--- src/rtl/sw_input_conditioner.sv ---
// Board switch conditioner: 2-FF sync, per-bit debounce, edge pulses and button auto-repeat.
// Bit order of the internal vector: [4:0] = {DOWN,RIGHT,MID,LEFT,UP}, [20:5] = DIP_SW.
module sw_input_conditioner #(
    parameter int unsigned DEBOUNCE_CYCLES = 1000000,
    parameter int unsigned HOLD_CYCLES     = 50000000,
    parameter int unsigned REPEAT_CYCLES   = 10000000,
    parameter bit          REPEAT_EN       = 1'b1,
    parameter int unsigned CNT_W           = 26
) (
    input  logic        clk,
    input  logic        rstb,
    input  logic [15:0] DIP_SW,
    input  logic        PUSH_SW_UP,
    input  logic        PUSH_SW_LEFT,
    input  logic        PUSH_SW_MID,
    input  logic        PUSH_SW_RIGHT,
    input  logic        PUSH_SW_DOWN,
    output logic [4:0]  btn_level,
    output logic [4:0]  btn_press,
    output logic [4:0]  btn_release,
    output logic [15:0] dip_val,
    output logic        dip_chg
);

    localparam int unsigned NB  = 5;
    localparam int unsigned NIN = NB + 16;

    localparam logic [1:0] ST_IDLE   = 2'd0;
    localparam logic [1:0] ST_HOLD   = 2'd1;
    localparam logic [1:0] ST_REPEAT = 2'd2;

    localparam logic [CNT_W-1:0] DB_LAST  = CNT_W'(DEBOUNCE_CYCLES - 1);
    localparam logic [CNT_W-1:0] HOLD_LAST = CNT_W'(HOLD_CYCLES - 1);
    localparam logic [CNT_W-1:0] REP_LAST  = CNT_W'(REPEAT_CYCLES - 1);
    localparam logic [CNT_W-1:0] CNT_MAX   = {CNT_W{1'b1}};

    logic [NIN-1:0]            raw;
    logic [NIN-1:0]            sync_meta_q;
    logic [NIN-1:0]            sync_q;
    logic [NIN-1:0]            stable_q;
    logic [NIN-1:0][CNT_W-1:0] db_cnt_q;
    logic [NIN-1:0]            accept_c;

    logic [NB-1:0]             rise_c;
    logic [NB-1:0]             fall_c;
    logic [NB-1:0][1:0]        state_q;
    logic [NB-1:0][1:0]        state_d;
    logic [NB-1:0][CNT_W-1:0]  rep_cnt_q;
    logic [NB-1:0][CNT_W-1:0]  rep_cnt_d;
    logic [NB-1:0]             rep_pulse_c;

    assign raw = {DIP_SW, PUSH_SW_DOWN, PUSH_SW_RIGHT, PUSH_SW_MID, PUSH_SW_LEFT, PUSH_SW_UP};

    // A bit is accepted on the edge where its mismatch has persisted DEBOUNCE_CYCLES cycles.
    always_comb begin
        accept_c = '0;
        for (int i = 0; i < NIN; i++) begin
            accept_c[i] = (sync_q[i] != stable_q[i]) && (db_cnt_q[i] == DB_LAST);
        end
    end

    assign rise_c = accept_c[NB-1:0] & sync_q[NB-1:0];
    assign fall_c = accept_c[NB-1:0] & ~sync_q[NB-1:0];

    // Synchronisers, debounce counters and accepted levels.
    always_ff @(posedge clk or posedge rstb) begin
        if (rstb) begin
            sync_meta_q <= '0;
            sync_q      <= '0;
            stable_q    <= '0;
            db_cnt_q    <= '0;
        end else begin
            sync_meta_q <= raw;
            sync_q      <= sync_meta_q;
            stable_q    <= stable_q ^ accept_c;
            for (int i = 0; i < NIN; i++) begin
                if ((sync_q[i] == stable_q[i]) || accept_c[i]) begin
                    db_cnt_q[i] <= '0;
                end else if (db_cnt_q[i] != CNT_MAX) begin
                    db_cnt_q[i] <= db_cnt_q[i] + CNT_W'(1);
                end
            end
        end
    end

    // Auto-repeat next-state logic; a release always overrides a due repeat.
    always_comb begin
        state_d     = state_q;
        rep_cnt_d   = rep_cnt_q;
        rep_pulse_c = '0;
        for (int i = 0; i < NB; i++) begin
            if (rep_cnt_q[i] != CNT_MAX) begin
                rep_cnt_d[i] = rep_cnt_q[i] + CNT_W'(1);
            end
            case (state_q[i])
                ST_IDLE: begin
                    rep_cnt_d[i] = '0;
                    if (rise_c[i]) begin
                        state_d[i] = ST_HOLD;
                    end
                end
                ST_HOLD: begin
                    if (fall_c[i]) begin
                        state_d[i]   = ST_IDLE;
                        rep_cnt_d[i] = '0;
                    end else if (REPEAT_EN && (rep_cnt_q[i] == HOLD_LAST)) begin
                        state_d[i]     = ST_REPEAT;
                        rep_cnt_d[i]   = '0;
                        rep_pulse_c[i] = 1'b1;
                    end
                end
                ST_REPEAT: begin
                    if (fall_c[i]) begin
                        state_d[i]   = ST_IDLE;
                        rep_cnt_d[i] = '0;
                    end else if (rep_cnt_q[i] == REP_LAST) begin
                        rep_cnt_d[i]   = '0;
                        rep_pulse_c[i] = 1'b1;
                    end
                end
                default: begin
                    state_d[i]   = ST_IDLE;
                    rep_cnt_d[i] = '0;
                end
            endcase
        end
    end

    always_ff @(posedge clk or posedge rstb) begin
        if (rstb) begin
            state_q   <= {NB{ST_IDLE}};
            rep_cnt_q <= '0;
        end else begin
            state_q   <= state_d;
            rep_cnt_q <= rep_cnt_d;
        end
    end

    // Registered pulse outputs, aligned with the edge where the level updates.
    always_ff @(posedge clk or posedge rstb) begin
        if (rstb) begin
            btn_press   <= '0;
            btn_release <= '0;
            dip_chg     <= 1'b0;
        end else begin
            btn_press   <= rise_c | rep_pulse_c;
            btn_release <= fall_c;
            dip_chg     <= |accept_c[NIN-1:NB];
        end
    end

    assign btn_level = stable_q[NB-1:0];
    assign dip_val   = stable_q[NIN-1:NB];

endmodule

--- config.mk ---
export PLATFORM = sky130hd
export DESIGN_NAME = sw_input_conditioner
export DESIGN_NICKNAME = d
export VERILOG_FILES = /design/src/rtl/sw_input_conditioner.sv
export SDC_FILE = /design/constraint.sdc
export NUM_CORES = 2
export LEC_CHECK = 0
export CORE_MARGIN = 5
export CORE_UTILIZATION = 45
export CTS_CLUSTER_DIAMETER = 150
export DETAILED_ROUTE_END_ITERATION = 8
export GPL_ROUTABILITY_DRIVEN = 0
export GPL_TIMING_DRIVEN = 0
export MAX_ROUTING_LAYER = met4
export SLEW_MARGIN = 20
export SYNTH_ARGS = -nofsm -noshare
export SYNTH_HDL_FRONTEND = slang
export SYNTH_SLANG_ARGS = --single-unit
--- constraint.sdc ---
create_clock -name clk -period 29.3 [get_ports clk]
set_input_delay 5.86 -clock clk [delete_from_list [all_inputs] [get_ports clk]]
set_output_delay 5.86 -clock clk [all_outputs]
set_load 0.05 [all_outputs]
==> out/results.ini <==
[run_status]
status = finished, final reports clean

[worst_setup_path]
worstSetupPathType = reg2out
cp.required_ns = 23.44
worst_setup_path_end_kind = output port
reg2reg_depth = 7
crit_path_max_fanout = 6
timing.rr.start = db_cnt_q[216]$_DFFE_PP0P_
crit_chain = clkdlybuf4s50_1
r2r-end = db_cnt_q[213]$_DFFE_PP0P_
max_stage_delay_ns = 0.88
worstPathArrival_ns = 1.97
start_kind = flop
cp_num_buf_inv = 1
critPathTopFamily = buffers and inverters
slowest_stage = clkdlybuf4s50_1
r2r_slack_ns = 26.14

[layout]
fin_area_mm2 = 0.04464
fill_cells = 8116
syn_to_final_growth_pct = 13.36
fin_cells = 5586
drive_above_1_share_pct = 4.784
utilization_pct = 51.45
insertedDiodeCount = 0
layout.nets = 4422

[clock_network]
h-tree-depth = 3
cts.sinks = 760
cts_resized = 0
clk_pin_slew_worst_paths_ns = 0.06
max-clock-path-buffers = 3
postCtsSetupRepairBufs = 0
ctsRootBufferMaster = clkbuf_16
cts_made_buffers = 88
hold_buffers = 0
tritoncts = yes
clock_latency_ns = 0.63

[yosys]
async_reset_ff_share_pct = 100.0
yosysTopAreaCellShare_pct = 48.30
yosys-top-cells-area = dfrtp_1 (48%), nor2_1 (7.1%), xor2_1 (7.0%), xnor2_1 (5.4%), nand4_1 (3.9%)
ys_types = 72
synth-seq-cells = 760
ys_seq_area_share_pct = 48.30
synth_fp_nets = 4270
avgSynthCellArea_um2 = 9.362
yosys_warnings = 0
synthFlopType = dfrtp_1
synth-edff-count = 0
synth_area_leader_cell = dfrtp_1
syn_area_mm2 = 0.03938
synth_cells = 4206

[sta]
finalHoldViolCount = 0
rsz0062_at_grt = no
skew_ns = 0.01479
finalSetupViolations = 0
finalMaxSlewViolations = 0
slew_headroom_pct = 32.51
tightest_slew_ns = 1.003
period_needed_ns = 7.828
fmax_ghz = 0.1278
min_period_over_period_pct = 26.72
fin_setup_tns_ns = 0

[power_and_ir_drop]
cellPowerDensity_mw_per_mm2 = 50.75
p_leak_nw = 18.13
total_power_mw = 2.265
netSwitchingFraction_pct = 21.70
p_comb_share_pct = 2.6
p_int_mw = 1.774
vdd_drop_max_v = 0.00004919
clockPowerShare_pct = 50.2
pwr-share-seq_pct = 47.2
switching_power_mw = 0.4916

[detailed_routing]
vias = 30260
drt-initial-drc-count = 1638
via_per_inst = 5.417
first_pass_iters = 6
wl_per_cell_um = 14.78
drc = 0
ant_nets = 0
wirelength_um = 82570

[worst_hold_path]
min_path_cells = 0
hold_class = reg2reg
whs_endpoint = sync_q[4]$_DFF_PP0_
hold_path_startpoint = sync_meta_q[4]$_DFF_PP0_

[job]
maxCapViolations = 0

[global_routing]
grt.total_usage_pct = 18.16
grt_pass1_wl_um = 145100
grt_pass1_vias = 29630
globalRouteOverflowTotal = 0
antenna_found_initial = 1
grt_max_degree = 101

[place]
dpl.hpwl_um = 55570
placed_cell_area_mm2 = 0.04159
port_buffers = 54
dp_cells = 5423

[floorplan]
chipHeight_um = 305.8
fp.coreArea_mm2 = 0.08675
initial_core_util_pct = 45.39
die_area_mm2 = 0.09352
die_w_um = 305.8
ios = 55
rows = 108

[cell usage after synthesis (18+ instances only)]
cell	number
nand2_1	306
xnor2_1	245
xor2_1	316
nor3_1	159
or4_1	18
a211oi_1	21
a21oi_1	74
and3_1	144
nor2_1	741
nand2b_1	27
nor4_1	105
nand3_1	275
nand4_1	247
mux2_2	22
ha_1	41
nor3b_1	32
o21ai_0	41
nor4b_1	42
a31oi_1	24
mux2i_1	28
dfrtp_1	760
clkbuf_1	121
inv_1	68
or3_1	59
and2_1	47
and4_1	83
[worst reg2reg max path, delay by kind of cell, from the launching register on]
family | cells | cell delay (ns)
simple gates | 5 | 1.75
buf+inv | 2 | 0.84
flops | 1 | 0.44
[registers in the layout, indices dropped and copies added, names as in the netlist, named ones only]
| signal | flops |
|---|---|
| dip_chg | 1 |
| sync_q | 21 |
| btn_release | 5 |
| btn_press | 5 |
| sync_meta_q | 21 |
| rep_cnt_q | 130 |
| db_cnt_q | 546 |
| state_q | 10 |
[metal layers]
metal  global-route usage (%)  share of wire [%]
met1                    25.80                 50
met2                    27.98                 45
met3                    2.368                2.8
met4                    4.445                1.8
met5                        -                  0
[worst max-delay path by stage]
stage,depth (start not counted),endpoint,slack [ns],startpoint
2_1_floorplan,1,async pin,2.11,rstb
3_3_place_gp,2,db_cnt_q[272]$_DFFE_PP0P_,-7.52,rstb
3_5_place_dp,5,db_cnt_q[168]$_DFFE_PP0P_,21.19,rstb
4_1_cts,1,btn_level[0],21.38,flop
5_1_grt,1,btn_level[0],21.37,flop
6_report,1,btn_level[0],21.47,flop
[cells in the final DEF, fill, tap and decap left out, drive strengths merged, types with 28 or more instances in the layout]
cell	synthesis	routed
dfrtp	760	760
nor2	741	741
xor2	316	316
nand2	306	306
nand3	277	277
clkbuf	121	254
nand4	247	247
xnor2	245	245
nor3	161	161
and3	144	144
nor4	106	106
and4	83	83
a21oi	74	74
inv	68	71
or3	60	60
clkdlybuf4s50	0	54
and2	49	49
o21ai	43	43
nor4b	42	42
ha	41	41
nor3b	32	32
mux2i	28	28
[through the flow]
step / hold slack (ns) / setup WS, ns
after floorplan: 0.3312 / 2.109
after global placement: 0.3313 / -7.520
after detailed placement: 0.3347 / 21.19
after CTS: 0.3450 / 21.38
after global routing: 0.3547 / 21.37
final: 0.3442 / 21.47
[cell families (layout without fill, tap and decap cells)]
group / count (synthesis) / in the layout / synth area share [%]
AO/OA/AOI/OAI: 242 / 242 / 3.934
XOR/XNOR: 561 / 561 / 12.48
adder cells (fa/ha/maj): 41 / 41 / 1.303
buffers and inverters: 202 / 427 / 2.008
flip-flops: 760 / 760 / 48.30
multiplexers: 50 / 50 / 1.341
AND/OR/NAND/NOR: 2350 / 2350 / 30.64
[power by group through the flow]
stage               clock (mW)  combinational, mW  sequential (mW)
CTS                       1.18             0.0627             1.07
detailed placement           0             0.0623             1.09
global route              1.22             0.0706             1.07
finish                    1.14             0.0594             1.07
global placement             0             0.0576             1.09
floorplan                    0             0.0406             1.09
[final cells by class]
| cell class | instances | area, µm² | share of cell area (%) |
|---|---|---|---|
| Sequential cell | 760 | 19020 | 42.61 |
| Timing Repair Buffer | 62 | 760.7 | 1.704 |
| Clock inverter | 30 | 367.9 | 0.8241 |
| Multi-Input combinational cell | 3244 | 19580 | 43.87 |
| Buffer | 134 | 535.5 | 1.200 |
| Clock buffer | 133 | 2665 | 5.971 |
| Tap cell | 1155 | 1445 | 3.238 |
| Inverter | 68 | 262.8 | 0.5887 |
Note: power is estimated with default switching activity, not from simulation.
==> patch, RTL diff (same settings) <==
Remove the register `btn_press`: a continuous assignment takes its place, so the output `btn_press` follows one clock earlier.
--- a/src/rtl/sw_input_conditioner.sv
+++ b/src/rtl/sw_input_conditioner.sv
@@ -140,13 +140,13 @@
     always_ff @(posedge clk or posedge rstb) begin
         if (rstb) begin
-            btn_press   <= '0;
             btn_release <= '0;
             dip_chg     <= 1'b0;
         end else begin
-            btn_press   <= rise_c | rep_pulse_c;
             btn_release <= fall_c;
             dip_chg     <= |accept_c[NIN-1:NB];
         end
     end
+
+    assign btn_press = rise_c | rep_pulse_c;
 
     assign btn_level = stable_q[NB-1:0];
Behaviour: same outputs for any inputs over 4 cycles, from zero or initial values and one cycle with rstb high; that may be too few to reach the edited logic, so the function may still have changed.
==> patch against the original RTL <==
Worst setup slack worse by 1900 ps; total power rose by 1.1%; wire length increased by 0.94%; design area is essentially flat; first-iteration DRC count rose by 2.6%; area after synthesis is 0.16% lower; sequential cell count down 5; largest cell class unchanged; largest power group unchanged.
==> patch: results (changes against the original RTL) <==
clock buffer count=124 (-6.8%); run status=complete, no violations; register area share after synthesis=48.06% (-0.24 points); Metal-1 WL=40730 um (-1.8%); met3 WL=2804 um (+20%); crit-path max cell delay=850 ps (-30 ps); WHS=344.5 ps (+0.2620 ps); Internal Power=1.799 mW (+1.4%); Post-synth top cells=755 x dfrtp_1, 708 x nor2_1, 327 x nand2_1, 306 x xor2_1, 253 x nand3_1; Layout Cells excl Fill=5587 (+0.018%); met3 Track Usage GR=2.880% (+0.51 points); gr usage total=18.29% (+0.13 points); worst-path maximum fanout=9 (+3); placed inst area=41530 um2 (-0.13%); syn_area_per_cell=9.343 um2 (-0.20%); Fillers=8117 (+0.012%); worst reg2reg path endpoint=db_cnt_q[511]; Top delay family on crit path=simple AND/OR/NAND/NOR gates; hold_sp=sync_meta_q[10]; cell count after placement=5425 (+0.037%); ranking of synthesized cells by area=dfrtp_1 48%, xor2_1 6.8%, nor2_1 6.8%; worst vdd rail ir drop=0.03946 mV (-20%); met2 routed WL=37950 um (+1.8%); Post-Syn Nets=4272 (+0.047%); Post-DP HPWL=56210 um (+1.2%); Synth cell types=81 (+13%); worst reg2reg path startpoint=db_cnt_q[494]; M1 GR Usage=25.07% (-0.73 points); clk tree area frac=7.023% (+0.23 points); Hold EP=sync_q[10]; layout cells sized above 1=5.776% (+0.99 points); # nets final=4424 (+0.045%); multi-input logic cell count=3236 (-0.25%); register area=18890 um2 (-0.66%); worst setup margin=19580 ps (-1891 ps); Via density=5.421 (about the same); r2r setup slk=26420 ps (+280 ps); clk_skew=12.09 ps (-2.701 ps); Layout non-clock buf frac=3.016% (+0.11 points)
==> patch: changes by cell type in the layout (fill, tap and decap cells not counted), sizes merged, moves of 14 or more <==
cell and delta:
nor4 +22, a211oi +15, nor3 +17, a21oi +14, and3 -19, nor2 -33
nand3 -21, nand2 +21, clkbuf -26, buf +23
==> patch: how the worst max path moves through the flow <==
| stage | from | slack, ps | end |
|---|---|---|---|
| floorplan | rstb | 2250 | asynchronous set/reset pin |
| detailed placement | rep_cnt_q[104] | 20210 | btn_press[4] |
| global route | rep_cnt_q[104] | 19270 | btn_press[4] |
| CTS | rep_cnt_q[104] | 19500 | btn_press[4] |
| global placement | rstb | -7260 | state_q[6] |
| finish | rep_cnt_q[104] | 19580 | btn_press[4] |
==> patch: cell families after synthesis <==
family	Yosys count	share of synthesized area, %
AOI/OAI and AO/OA	272	4.494
adders and majority gates	41	1.305
muxes	41	1.108
DFF	755	48.06
and+or+nand+nor	2329	30.49
xor gates and xnor gates	553	12.32
buffers and inverters	217	2.228
